$ cat src/rtl/serial_add_ctrl.sv
//-----------------------------------------------------------------------------
// serial_add_ctrl
//
// Bit-serial adder/subtractor controller. A request is captured in IDLE.
// One 1-bit full adder then processes the operands LSB first, one bit per
// clock, for exactly WIDTH cycles in RUN. The result is presented in DONE
// until the consumer accepts it.
//
// Subtraction is done as A + ~B + 1: B is inverted on capture and the carry
// is seeded with in_sub.
//
// Ports:
//   clk        sole clock, rising edge
//   rst_n      asynchronous active-low reset
//   in_valid   request present
//   in_ready   controller can accept a request (state IDLE)
//   in_a       operand A
//   in_b       operand B
//   in_sub     1 = A-B, 0 = A+B
//   out_valid  result available (state DONE)
//   out_ready  consumer accepts result
//   out_sum    result bits
//   out_cout   final carry (subtract: 1 = no borrow, A >= B unsigned)
//   out_ovf    two's-complement signed overflow
//   busy       high while the serial addition runs (state RUN)
//-----------------------------------------------------------------------------
`timescale 1ns/1ps

//-----------------------------------------------------------------------------
// full_adder
//
// Combinational 1-bit full adder.
//
// Ports:
//   X, Y  addend bits
//   Ci    carry in
//   S     sum bit
//   Co    carry out
//-----------------------------------------------------------------------------
module full_adder (
    input  logic X,
    input  logic Y,
    input  logic Ci,
    output logic S,
    output logic Co
);

    assign S  = X ^ Y ^ Ci;
    assign Co = (X & Y) | (Ci & (X ^ Y));

endmodule

module serial_add_ctrl #(
    parameter int WIDTH = 8
) (
    input  logic             clk,
    input  logic             rst_n,
    input  logic             in_valid,
    output logic             in_ready,
    input  logic [WIDTH-1:0] in_a,
    input  logic [WIDTH-1:0] in_b,
    input  logic             in_sub,
    output logic             out_valid,
    input  logic             out_ready,
    output logic [WIDTH-1:0] out_sum,
    output logic             out_cout,
    output logic             out_ovf,
    output logic             busy
);

    // One extra counter bit means the count can reach WIDTH without wrapping.
    localparam int CNT_W = $clog2(WIDTH) + 1;

    typedef enum logic [1:0] {
        IDLE = 2'd0,
        RUN  = 2'd1,
        DONE = 2'd2
    } state_t;

    state_t             state;
    state_t             state_next;

    logic [WIDTH-1:0]   a_sr;
    logic [WIDTH-1:0]   b_sr;
    logic [WIDTH-1:0]   result;
    logic               carry;
    logic               c_msb_in;
    logic [CNT_W-1:0]   bit_cnt;

    logic               accept;
    logic               last_bit;
    logic               fa_s;
    logic               fa_co;

    // The single full adder is reused on every RUN cycle.
    full_adder u_fa (
        .X  (a_sr[0]),
        .Y  (b_sr[0]),
        .Ci (carry),
        .S  (fa_s),
        .Co (fa_co)
    );

    assign last_bit = (bit_cnt == CNT_W'(WIDTH - 1));

    // State register
    always_ff @(posedge clk or negedge rst_n) begin
        if (!rst_n) begin
            state <= IDLE;
        end else begin
            state <= state_next;
        end
    end

    // Next-state logic.
    // The DONE -> IDLE handshake lands in IDLE, so a new request can only be
    // accepted on the following edge.
    always_comb begin
        state_next = state;
        accept     = 1'b0;
        unique case (state)
            IDLE: begin
                if (in_valid) begin
                    accept     = 1'b1;
                    state_next = RUN;
                end
            end
            RUN: begin
                if (last_bit) begin
                    state_next = DONE;
                end
            end
            DONE: begin
                if (out_ready) begin
                    state_next = IDLE;
                end
            end
            default: begin
                state_next = IDLE;
            end
        endcase
    end

    // Datapath.
    // On capture, B is pre-inverted and the carry is seeded for subtraction.
    // In RUN, the sum bit enters the result MSB so that after WIDTH shifts
    // bit 0 has reached position 0. The carry into the MSB step is kept for
    // overflow detection.
    always_ff @(posedge clk or negedge rst_n) begin
        if (!rst_n) begin
            a_sr     <= '0;
            b_sr     <= '0;
            result   <= '0;
            carry    <= 1'b0;
            c_msb_in <= 1'b0;
            bit_cnt  <= '0;
        end else if (accept) begin
            a_sr    <= in_a;
            b_sr    <= in_b ^ {WIDTH{in_sub}};
            carry   <= in_sub;
            bit_cnt <= '0;
        end else if (state == RUN) begin
            result  <= {fa_s, result[WIDTH-1:1]};
            carry   <= fa_co;
            a_sr    <= {1'b0, a_sr[WIDTH-1:1]};
            b_sr    <= {1'b0, b_sr[WIDTH-1:1]};
            bit_cnt <= bit_cnt + CNT_W'(1);
            if (last_bit) begin
                c_msb_in <= carry;
            end
        end
    end

    assign in_ready  = (state == IDLE);
    assign busy      = (state == RUN);
    assign out_valid = (state == DONE);
    assign out_sum   = result;
    assign out_cout  = carry;
    assign out_ovf   = c_msb_in ^ carry;

endmodule

$ cat config.mk
export PLATFORM = sky130hd
export DESIGN_NAME = serial_add_ctrl
export DESIGN_NICKNAME = d
export VERILOG_FILES = /design/src/rtl/serial_add_ctrl.sv
export SDC_FILE = /design/constraint.sdc
export NUM_CORES = 1
export LEC_CHECK = 0
export CELL_PAD_IN_SITES_DETAIL_PLACEMENT = 0
export CELL_PAD_IN_SITES_GLOBAL_PLACEMENT = 2
export CORE_ASPECT_RATIO = 0.9
export CORE_MARGIN = 3
export CORE_UTILIZATION = 33
export CTS_CLUSTER_DIAMETER = 80
export DETAILED_ROUTE_END_ITERATION = 8
export HOLD_SLACK_MARGIN = 0.08
export PLACE_DENSITY = 0.84
export SYNTH_ARGS = -nofsm -noshare
export SYNTH_HDL_FRONTEND = slang
export SYNTH_SLANG_ARGS = --single-unit
$ cat constraint.sdc
create_clock -name clk -period 2.5 [get_ports clk]
set_input_delay 0.75 -clock clk [delete_from_list [all_inputs] [get_ports clk]]
set_output_delay 0.75 -clock clk [all_outputs]
set_load 0.01 [all_outputs]
==> out/qor.csv <==
metric,value,unit
status,"finished, final reports clean",
syn avg cell area,9.92,µm²
Tcrit/Tclk final,89.9,%
Clock Pin Slew Worst Setup and Hold Paths,0.06,ns
CP peak stage delay,0.53,ns
Max Fclk,445,MHz
Worst Setup Start Kind,flop,
CP Capture Type,primary output,
MaxCap Viol Count,0,
"Cell Chain, Critical Path","nand2b_1, inv_2, clkdlybuf4s50_1",
Die Wd,77.5,µm
core area,4240,µm²
Mapped Area,1520,µm²
CP max-delay cell,clkdlybuf4s50_1,
Syn Nets,176,
final wirelength,3.19,mm
H-Tree Depth,2,
antenna violations before repair,0,
slew margin rel.,66.0,%
first-pass GRT wire length,5.67,mm
all-layer global routing usage,13.1,%
CP required,1.75,ns
TritonCTS Buffers,5,
I/O Pins,34,
leakage,0.887,nW
kind of critical path,reg2out,
r2r worst-path depth,5,
CTS tree,yes,
hold_buf cts,0,
crit path DAT,1.50,ns
Clock Skew,0.00607,ns
Synth cell types,27,
fin crit period,2.25,ns
warnings from Yosys,0,
"Seq/Total Area, Yosys",52.8,%
diode count,0,
CTS sink count,32,
"Slew Viols, Final",0,
Area growth syn-to-layout,30.9,%
largest net degree at the start of global routing,33,
Via Count,1187,
layout cells sized above 1,13.2,%
vias per cell,4.77,
PwrDens,1130,nW/µm²
worst hold path cell count,1,
Hold WC Path Type,reg2reg,
PortBufs,33,
"most common cell after layout, fill and taps aside",nand2_1,
Seq cells post-synth,32,
worst vdd ir,0.356,mV
Hold Fails Final Rpt,0,
Critical Path Stages,3,
"Max FO, Critical Path",7,
drc violations,0,
most frequent cells in the layout,"nand2_1 (53), clkdlybuf4s50_1 (33), dfrtp_1 (32)",
vias in the first global route,1196,
DP HPWL,2.18,mm
CTS Buffer Depth,2,
Place WS,0.287,ns
grt ovf,0,
drt wl/cell,12.8,µm
GP Congestion,0.748,
clk_lat worst skew,0.27,ns
Pre-antenna DRT Iters,4,
Starting Density,35.8,%
Die ar.,5450,µm²
WP buf/inv,2,
clock root buffer,clkbuf_8,
unrepaired setup endpoints after global routing,no,
Resize count post-CTS,0,
setup slack after layout,0.252,ns
worst slew pin tran,0.509,ns
Layout Nets,214,
CP top delay family,buffers and inverters,
setup bufs post-CTS,0,
setup TNS,0,ns
FP Rows,22,
Iter 0 DRT Violations,44,
Antenna Nets Post-Route,0,
post-synthesis cell count,153,
Die Y,70.3,µm
endpoints failing setup,0,
routing by layer:
metal | GRT usage [%] | part of all wire (%)
met1 | 17.2 | 47
met2 | 20.5 | 47
met3 | 3.99 | 4.5
met4 | 4.74 | 1.1
met5 | 0 | 0
logic make-up after synthesis:
group | count (synthesis) | share of synthesized area [%]
xor+xnor | 9 | 5.19
compound gates | 21 | 12.9
fa+ha+maj | 2 | 2.14
simple gates | 77 | 21.8
mux | 2 | 1.40
flops | 32 | 52.8
buf+inv | 10 | 3.79
final cells by class:
class | count | area, µm²
fillers | 427 | 2250
clock buffers | 5 | 68.8
well taps | 60 | 75.1
inverters | 2 | 7.51
multi-input cells | 111 | 659
flip-flops and latches | 32 | 801
repair buffers | 39 | 375
Yosys cell counts:
| library cell | count | area [µm²] |
|---|---|---|
| a221o_1 | 4 | 40.0 |
| a22oi_1 | 3 | 22.5 |
| a31oi_2 | 8 | 100 |
| and3b_1 | 1 | 8.76 |
| buf_1 | 2 | 7.51 |
| buf_2 | 4 | 20.0 |
| buf_6 | 2 | 22.5 |
| dfrtp_1 | 32 | 801 |
| fa_1 | 1 | 20.0 |
| ha_1 | 1 | 12.5 |
| inv_1 | 1 | 3.75 |
| inv_2 | 1 | 3.75 |
| mux2_1 | 1 | 11.3 |
| mux2i_1 | 1 | 10.0 |
| nand2_1 | 53 | 199 |
| nand2b_1 | 2 | 12.5 |
| nand3_1 | 4 | 20.0 |
| nand3b_1 | 1 | 7.51 |
| nand4_1 | 1 | 6.26 |
| nor2_1 | 8 | 30.0 |
| nor2_2 | 5 | 31.3 |
| nor3b_1 | 1 | 7.51 |
| o21ai_1 | 5 | 25.0 |
| o21bai_1 | 1 | 7.51 |
| or3b_1 | 1 | 8.76 |
| xnor2_1 | 5 | 43.8 |
| xor2_1 | 4 | 35.0 |
registers in the layout, summed over array words and instances, names as in the netlist:
register and cells:
out_sum 8, a_sr 8, c_msb_in 1, state 2, out_cout 1, b_sr 8, bit_cnt 4
metrics by stage:
stage / hold WS (ns) / power, W / instance area [µm²] / std cells / utilization [%]
floorplan: 0.437 / 0.00153 / 1520 / 153 / -
global placement: 0.456 / 0.00189 / 1920 / 244 / 45.2
detailed placement: 0.470 / 0.00193 / 1920 / 244 / 45.2
CTS: 0.479 / 0.00229 / 1990 / 249 / 46.9
global route: 0.498 / 0.00245 / 1990 / 249 / 46.9
finish: 0.474 / 0.00224 / 1990 / 249 / 46.9
report_power, final:
group / internal, W / switching, W
registers: 0.000751 / 0.000163
clock network: 0.000179 / 0.000160
logic: 0.000487 / 0.000500
total: 0.00142 / 0.000823
worst reg2reg max path, delay by kind of cell, from the launching register on:
kind          cells  cell delay (ns)
simple gates      2             0.34
mux               1             0.32
flops             1             0.44
buf+inv           2             0.35
path summary, 6_finish.rpt:
path / slack, ns / end / from
max: 0.25 / busy / state[1]
min: 0.47 / bit_cnt[3] / bit_cnt[3]
max reg2reg: 0.95 / c_msb_in / state[1]
min reg2reg: 0.47 / bit_cnt[3] / bit_cnt[3]
max in group asynchronous: 1.32 / a_sr[2] / rst_n
min in group asynchronous: 0.88 / a_sr[0] / rst_n
No activity file was read; power rests on OpenSTA's default activity.
